--- src/rtl/ball_sequencer.sv ---
// ball_sequencer: frame-driven four-ball bouncer inside an arena whose margin pulses in and out
module ball_sequencer #(
    parameter int SPEED      = 2,
    parameter int SIZE       = 16,
    parameter int MAX_MARGIN = 100
) (
    input  logic        clk,
    input  logic        reset,
    input  logic        tick,
    input  logic [3:0]  ball_en,
    output logic [39:0] ball_x,
    output logic [39:0] ball_y,
    output logic [7:0]  margin,
    output logic        busy,
    output logic        done,
    output logic        overrun
);
    typedef enum logic [2:0] {IDLE, BORDER, LOAD, UPDATE, DONE} state_t;
    state_t             r_state;
    logic [1:0]         r_idx;
    logic               r_en;
    logic [7:0]         r_margin;
    logic               r_up;
    logic signed [10:0] r_min;
    logic signed [10:0] r_xmax;
    logic signed [10:0] r_ymax;
    logic [9:0]         r_x [4];
    logic [9:0]         r_y [4];
    logic [3:0]         r_dxn;
    logic [3:0]         r_dyn;
    logic               r_busy;
    logic               r_done;
    logic               r_overrun;
    logic               w_top;
    logic               w_bot;
    logic               w_up_next;
    logic [7:0]         w_margin_next;
    logic signed [10:0] w_step;
    logic signed [10:0] w_cx;
    logic signed [10:0] w_cy;
    logic signed [10:0] w_nx;
    logic signed [10:0] w_ny;
    logic [9:0]         w_x_next;
    logic [9:0]         w_y_next;
    logic               w_dxn_next;
    logic               w_dyn_next;

    // Margin bounce: reverse at either end, and saturate so MAX_MARGIN=0 pins the margin at 0
    always_comb begin
        w_top         = r_up && (r_margin == 8'(MAX_MARGIN));
        w_bot         = !r_up && (r_margin == 8'd0);
        w_up_next     = w_top ? 1'b0 : (w_bot ? 1'b1 : r_up);
        w_margin_next = w_up_next ? ((r_margin == 8'(MAX_MARGIN)) ? r_margin : r_margin + 8'd1)
                                  : ((r_margin == 8'd0) ? r_margin : r_margin - 8'd1);
    end

    // Shared step/clamp datapath for whichever ball r_idx selects
    always_comb begin
        w_step     = 11'(SPEED);
        w_cx       = {1'b0, r_x[r_idx]};
        w_cy       = {1'b0, r_y[r_idx]};
        w_nx       = r_dxn[r_idx] ? w_cx - w_step : w_cx + w_step;
        w_ny       = r_dyn[r_idx] ? w_cy - w_step : w_cy + w_step;
        w_x_next   = (w_nx <= r_min) ? r_min[9:0] : ((w_nx >= r_xmax) ? r_xmax[9:0] : w_nx[9:0]);
        w_y_next   = (w_ny <= r_min) ? r_min[9:0] : ((w_ny >= r_ymax) ? r_ymax[9:0] : w_ny[9:0]);
        w_dxn_next = (w_nx <= r_min) ? 1'b0 : ((w_nx >= r_xmax) ? 1'b1 : r_dxn[r_idx]);
        w_dyn_next = (w_ny <= r_min) ? 1'b0 : ((w_ny >= r_ymax) ? 1'b1 : r_dyn[r_idx]);
    end

    // Sequencer: margin step, then LOAD/UPDATE per ball, then a one-cycle DONE
    always_ff @(posedge clk or posedge reset) begin
        if (reset) begin
            r_state   <= IDLE;
            r_idx     <= 2'd0;
            r_en      <= 1'b0;
            r_margin  <= 8'd0;
            r_up      <= 1'b1;
            r_min     <= '0;
            r_xmax    <= '0;
            r_ymax    <= '0;
            r_dxn     <= 4'b0000;
            r_dyn     <= 4'b1010;
            r_busy    <= 1'b0;
            r_done    <= 1'b0;
            r_overrun <= 1'b0;
            for (int k = 0; k < 4; k++) begin
                r_x[k] <= 10'(64 + 128 * k);
                r_y[k] <= 10'(48 + 96 * k);
            end
        end else begin
            r_overrun <= tick && (r_state != IDLE);
            r_done    <= 1'b0;
            case (r_state)
                IDLE: begin
                    if (tick) begin
                        r_state <= BORDER;
                        r_busy  <= 1'b1;
                    end
                end
                BORDER: begin
                    r_margin <= w_margin_next;
                    r_up     <= w_up_next;
                    r_idx    <= 2'd0;
                    r_state  <= LOAD;
                end
                LOAD: begin
                    r_en    <= ball_en[r_idx];
                    r_min   <= {3'b000, r_margin};
                    r_xmax  <= 11'(640 - SIZE) - {3'b000, r_margin};
                    r_ymax  <= 11'(480 - SIZE) - {3'b000, r_margin};
                    r_state <= UPDATE;
                end
                UPDATE: begin
                    if (r_en) begin
                        r_x[r_idx]   <= w_x_next;
                        r_y[r_idx]   <= w_y_next;
                        r_dxn[r_idx] <= w_dxn_next;
                        r_dyn[r_idx] <= w_dyn_next;
                    end
                    r_idx <= r_idx + 2'd1;
                    if (r_idx == 2'd3) begin
                        r_state <= DONE;
                        r_busy  <= 1'b0;
                        r_done  <= 1'b1;
                    end else begin
                        r_state <= LOAD;
                    end
                end
                DONE:    r_state <= IDLE;
                default: r_state <= IDLE;
            endcase
        end
    end

    for (genvar i = 0; i < 4; i++) begin : g_pack
        assign ball_x[10*i +: 10] = r_x[i];
        assign ball_y[10*i +: 10] = r_y[i];
    end

    assign margin  = r_margin;
    assign busy    = r_busy;
    assign done    = r_done;
    assign overrun = r_overrun;
endmodule

--- config.mk ---
export PLATFORM = sky130hd
export DESIGN_NAME = ball_sequencer
export DESIGN_NICKNAME = d
export VERILOG_FILES = /design/src/rtl/ball_sequencer.sv
export SDC_FILE = /design/constraint.sdc
export NUM_CORES = 1
export LEC_CHECK = 0
export ABC_AREA = 1
export CORE_MARGIN = 2
export CORE_UTILIZATION = 35
export CTS_BUF_LIST = sky130_fd_sc_hd__clkbuf_4 sky130_fd_sc_hd__clkbuf_8 sky130_fd_sc_hd__clkbuf_16
export DETAILED_ROUTE_END_ITERATION = 7
export HOLD_SLACK_MARGIN = 0.15
export PLACE_DENSITY = 0.65
export SYNTH_ARGS = -nofsm -noshare
export SYNTH_HDL_FRONTEND = slang
export SYNTH_SLANG_ARGS = --single-unit
--- constraint.sdc ---
create_clock -name clk -period 4.2 [get_ports clk]
set_input_delay 0.84 -clock clk [delete_from_list [all_inputs] [get_ports clk]]
set_output_delay 0.84 -clock clk [all_outputs]
set_load 0.01 [all_outputs]
==> results.json, run 1 <==
{
  "placed_cells": 1416,
  "area_delta_synth_final_pct": 27.08,
  "cts.sinks": 127,
  "postCtsHoldBufs": 0,
  "path_max_fanout": 32,
  "hp-class": "flip-flop to flip-flop",
  "via_per_inst": 5.244,
  "die_y_um": 155.2,
  "ant_nets": 0,
  "clk_pin_slew_worst_paths_ps": 60,
  "synth.cell_area_um2": 7999,
  "cp-start-kind": "flip-flop",
  "finalMaxSlewViolations": 0,
  "vias": 7641,
  "status": "complete, no violations",
  "wl_met3_um": 1675,
  "gp_congestion": 0.9614,
  "cts_tree": "done",
  "syn_avg_cell_area_um2": 7.691,
  "arrival_ps": 4270,
  "setup_violations": 0,
  "die_area_um2": 24080,
  "worstSkewPairLatency_ps": 430,
  "wl_per_cell_um": 17.02,
  "route.met2.wl_um": 11010,
  "synth_top_cell_by_area": "dfrtp_1",
  "top_layer": "met4",
  "grt-ovfl-total": 0,
  "cts_buffers": 17,
  "yosysSeqAreaShare_pct": 40.08,
  "core_region_area_um2": 22500,
  "utilization_pct": 45.17,
  "track_usage_pct": 21.01,
  "syn-num-nets": 1109,
  "drt_iter0_drc": 641,
  "antenna_cells": 0,
  "root_buffer": "clkbuf_16",
  "synth.top_cell.area_share_pct": 32.85,
  "path_class": "flip-flop to flip-flop",
  "start_util_pct": 35.55,
  "cp_slowest_stage_delay_ps": 480,
  "finalCritPeriodShare_pct": 94.36,
  "stdcell_count": 1457,
  "hold_violations": 0,
  "place_area_um2": 9390,
  "drt-pass1-iter-count": 5,
  "cts_buffer_depth": 2,
  "layout.nets": 1228,
  "design_area_um2": 10160,
  "synth-seq-cells": 127,
  "crit_path_frequent_cell": "nand2_1",
  "wl_um": 24800,
  "row_count": 55,
  "drive_gt1_share_pct": 12.12,
  "grt_max_degree": 58,
  "grt_pass1_wl_um": 39500,
  "critPathTopFamily": "simple AND/OR/NAND/NOR gates",
  "pin_count": 98,
  "ys_types": 47,
  "synth_area_leaders": "dfrtp_1 (33%), nand2_1 (15%), ha_1 (9.2%), nand3_1 (7.5%), dfstp_2 (7.2%)",
  "synthCells": 1040,
  "relSlewSlack_pct": 40.17,
  "maxCapViolations": 0,
  "worst_path_max_delay_cell": "dfrtp_2",
  "worstMarginPinSlew_ps": 891.9,
  "cp_num_buf_inv": 5,
  "finClkSkew_ps": 10.19,
  "crit_path_end_kind": "flip-flop",
  "period_minus_slack_ps": 3963,
  "die_width_um": 155.2,
  "hold_slack_ps": 480.3,
  "hpwl_um": 17630,
  "rsz0062_at_grt": "true",
  "fmaxAchievable_mhz": 252.3,
  "htreeDepth": 4,
  "yosys_warnings": 0,
  "drc": 0,
  "worstPathRequired_ps": 4500,
  "wirelength_met1_um": 11630,
  "antenna_found_initial": 0,
  "first_global_vias": 7090,
  "port_buffers": 97
}
[per-layer routing]
| layer | vias up | track usage, % |
|---|---|---|
| met2 | 286 | 31.58 |
| li1 | 3699 | - |
| met4 | 0 | 6.728 |
| met5 | - | 0 |
| met1 | 3623 | 30.71 |
| met3 | 33 | 3.760 |
[cells in the final DEF (no fill, tap or decap), types with 8 or more instances in the layout]
cell / instances
o22ai_1: 15
nand4_1: 16
dfstp_2: 22
nand2_1: 313
xor2_1: 8
clkdlybuf4s50_1: 97
dfrtp_1: 104
ha_1: 55
nand3_1: 116
inv_1: 84
a21oi_1: 38
nand2_2: 8
nor2_1: 71
clkbuf_16: 17
o21ai_0: 66
buf_4: 34
[worst min-delay path, stage by stage (launching register included)]
cell	delay, ps
dfstp_2	370
nand2_1	60
nand2_1	50
[through the flow]
| step | TNS [ps] | setup slack [ps] |
|---|---|---|
| after CTS | 0 | 30.65 |
| after global routing | -428.8 | -82.26 |
| after detailed placement | -413.1 | -65.11 |
| after global placement | -1068 | -96.00 |
| after floorplan | 0 | 12.12 |
| final | 0 | 236.7 |
[worst paths after layout]
path	startpoint	end	slack [ps]	depth (start not counted)
min reg2reg	ball_x[16]	ball_x[16]	480	2
max	r_idx[0]	ball_x[30]	240	25
min	ball_x[16]	ball_x[16]	480	2
min in group asynchronous	reset	ball_x[4]	860	2
max reg2reg	r_idx[0]	ball_x[30]	240	25
max in group asynchronous	reset	ball_y[14]	2490	3
[registers in the layout (all words and copies together), names as in the netlist, 4 cells and up]
register  cells
r_min         8
r_dxn         4
margin        8
ball_y       40
r_dyn         4
r_ymax        4
r_xmax        9
ball_x       40
[layout make-up]
type	count	area [µm²]
Inverter	96	380.4
Clock inverter	14	122.6
Sequential cell	127	3207
Tap cell	285	356.6
Fill cell	2160	12340
Timing Repair Buffer	134	1277
Multi-Input combinational cell	783	4388
Clock buffer	18	432.9
[repair_timing]
item,CTS,global route
hold endpoints to repair,0,0
endpoints found under the setup margin,35,84
setup buffers,0,9
resized for setup,2,33
pin swaps,0,3
[synth_stat cells (all sizes together)]
| master | instances |
|---|---|
| nor2 | 71 |
| a32o | 3 |
| o31ai | 1 |
| a211oi | 1 |
| o21bai | 5 |
| clkbuf | 22 |
| clkinv | 6 |
| fa | 3 |
| dfrtp | 105 |
| buf | 12 |
| o21a | 2 |
| nand3b | 4 |
| ha | 59 |
| a31oi | 3 |
| inv | 90 |
| nand2 | 322 |
| xnor2 | 5 |
| a21oi | 40 |
| o22ai | 17 |
| o31a | 1 |
| and2 | 1 |
| nand3 | 125 |
| a32oi | 2 |
| a21o | 2 |
| xor2 | 13 |
| o21ai | 79 |
| o211ai | 1 |
| nand4 | 16 |
| nor3 | 2 |
| dfstp | 22 |
| a22oi | 3 |
| or2 | 2 |
[kinds of logic after synthesis]
logic type	after synthesis	share of synthesized area, %
flip-flops	127	40.08
XOR/XNOR	18	2.206
AO/OA/AOI/OAI	160	11.70
adder cells (fa/ha/maj)	62	9.980
AND/OR/NAND/NOR	543	29.31
buffers and inverters	130	6.726
Power of run 1 is left out: the tool's default activity adds up to more than one toggle a clock period on the data nets, which glitch-free logic cannot reach.
==> run 2, diff against run 1 <==
--- a/config.mk
+++ b/config.mk
@@ -12,6 +12,7 @@
 export DETAILED_ROUTE_END_ITERATION = 7
 export HOLD_SLACK_MARGIN = 0.15
 export PLACE_DENSITY = 0.65
+export RECOVER_POWER = 100
 export SYNTH_ARGS = -nofsm -noshare
 export SYNTH_HDL_FRONTEND = slang
 export SYNTH_SLANG_ARGS = --single-unit
==> run 2 against run 1 <==
Against the previous run: the flow now finishes with violations (max-capacitance violations, max-slew violations); clock-buffer cell count did not move; cell count did not move; first-iteration DRC count rose by 4.8%; critical path type unchanged; core utilization fell by 0.067 points.
==> results.json, run 2 (same netlist as run 1, synthesis figures left out) <==
{
  "status": "finished with violations",
  "violations": "max-capacitance violations, max-slew violations",
  "drt-pass1-iter-count": 5,
  "cp-start-kind": "flip-flop",
  "rr_startpoint": "r_state[0]",
  "hpwl_um": 17630,
  "core_region_area_um2": 22500,
  "die_y_um": 155.2,
  "antenna_cells": 0,
  "worstSkewPairLatency_ps": 430,
  "grt_max_degree": 58,
  "drive_gt1_share_pct": 11.86,
  "die_area_um2": 24080,
  "wl_um": 24770,
  "place_area_um2": 9390,
  "drc": 0,
  "drt_iter0_drc": 672,
  "pin_count": 98,
  "layout.nets": 1228,
  "finalMaxSlewViolations": 75,
  "wl_per_cell_um": 17.00,
  "gp_congestion": 0.9614,
  "cp_slowest_stage_delay_ps": 1210,
  "via_per_inst": 5.254,
  "vias": 7655,
  "design_area_um2": 10150,
  "rr_endpoint": "ball_x[1]",
  "ant_nets": 0,
  "arrival_ps": 4380,
  "path_class": "flip-flop to flip-flop",
  "cts.sinks": 127,
  "hp-class": "flip-flop to flip-flop",
  "antenna_found_initial": 0,
  "cts_buffers": 17,
  "min_from": "ball_y[27]",
  "row_count": 55,
  "fill_cells": 2162,
  "period_minus_slack_ps": 4075,
  "setup_violations": 0,
  "r2r_slack_ps": 120,
  "worst_path_max_delay_cell": "clkinv_1",
  "finClkSkew_ps": 10.73,
  "hold_violations": 0,
  "relSlewSlack_pct": -48.75,
  "tns_ps": 0,
  "die_width_um": 155.2,
  "first_global_vias": 7090,
  "cts_buffer_depth": 2,
  "grt-ovfl-total": 0,
  "finalCritPeriodShare_pct": 97.03,
  "fmaxAchievable_mhz": 245.4,
  "maxCapViolations": 2,
  "rr_worst_depth": 11,
  "cts_tree": "done",
  "crit_path_end_kind": "flip-flop",
  "min_delay_path_depth": 2,
  "final_cell_mix": "nand2_1 (313), nand3_1 (116), dfrtp_1 (104)",
  "worstMarginPinSlew_ps": 2219,
  "root_buffer": "clkbuf_16",
  "track_usage_pct": 21.01,
  "postCtsHoldBufs": 0,
  "htreeDepth": 4,
  "utilization_pct": 45.10,
  "area_delta_synth_final_pct": 26.89,
  "start_util_pct": 35.55,
  "rsz0062_at_grt": "true",
  "final_common_cell": "nand2_1",
  "worstPathRequired_ps": 4500,
  "port_buffers": 97,
  "hold_end": "ball_y[27]",
  "path_max_fanout": 26,
  "clk_pin_slew_worst_paths_ps": 60,
  "path_cells": "inv_1 > nor2_1 > inv_1 > nor2_1 > inv_1 > nor2_1 > nand2_1 > clkbuf_1 > clkinv_1 > nand4_1 > nand2_1",
  "grt_pass1_wl_um": 39500
}
[run 2: cell types whose count changed in the layout (fill, tap and decap cells not counted), sizes merged]
cell           before  now
inv                88   87
clkdlybuf4s50      97    4
clkbuf             18   22
dlygate4sd3         0   93
buf                37   33
clkinvlp            6    7
[run 2: metrics by stage]
step	hold slack, ps	std cells	setup WS [ps]
after floorplan	453.3	1040	12.12
after global placement	469.1	1416	-96.00
after detailed placement	470.8	1416	-65.11
after CTS	479.8	1448	30.65
after global routing	492.8	1457	-82.26
final	479.7	1457	124.9
[run 2: area by class of cell]
| class | count | area (µm²) | share of cell area (%) |
|---|---|---|---|
| clock buffers | 18 | 432.9 | 4.265 |
| clock inverters | 14 | 122.6 | 1.208 |
| inverters | 96 | 379.1 | 3.735 |
| multi-input cells | 783 | 4388 | 43.23 |
| flip-flops and latches | 127 | 3207 | 31.60 |
| well taps | 285 | 356.6 | 3.513 |
| repair buffers | 134 | 1264 | 12.45 |
[run 2: what timing repair did]
item,4_1_cts,5_1_grt
setup buffers,0,9
pin swaps,0,3
gates resized for setup,2,33
setup endpoints to repair,35,84
[run 2: worst max path at each step]
stage	slack [ps]	endpoint	depth (start not counted)	from
after floorplan	10	ball_x[0]	1	reset
after detailed placement	-70	ball_x[1]	22	r_idx[0]
after global placement	-100	ball_x[1]	22	r_idx[0]
after CTS	30	ball_x[35]	24	r_idx[0]
after global routing	-80	ball_x[30]	25	r_idx[0]
final	120	ball_x[1]	11	r_state[0]
[run 2: layer usage]
layer  vias up  part of all wire (%)  global-route usage [%]
met5         -                     0                       0
met4         0                   2.1                   6.728
met3        30                   7.1                   3.760
met2       294                    44                   31.58
met1      3627                    46                   30.71
li1       3704                     -                       -
[run 2: critical path: cells and delay by family (launching register included)]
family	cells	cell delay, ps
buffers and inverters	5	2660
DFF	1	370
and+or+nand+nor	6	920
Power of run 2 is left out for the same reason.
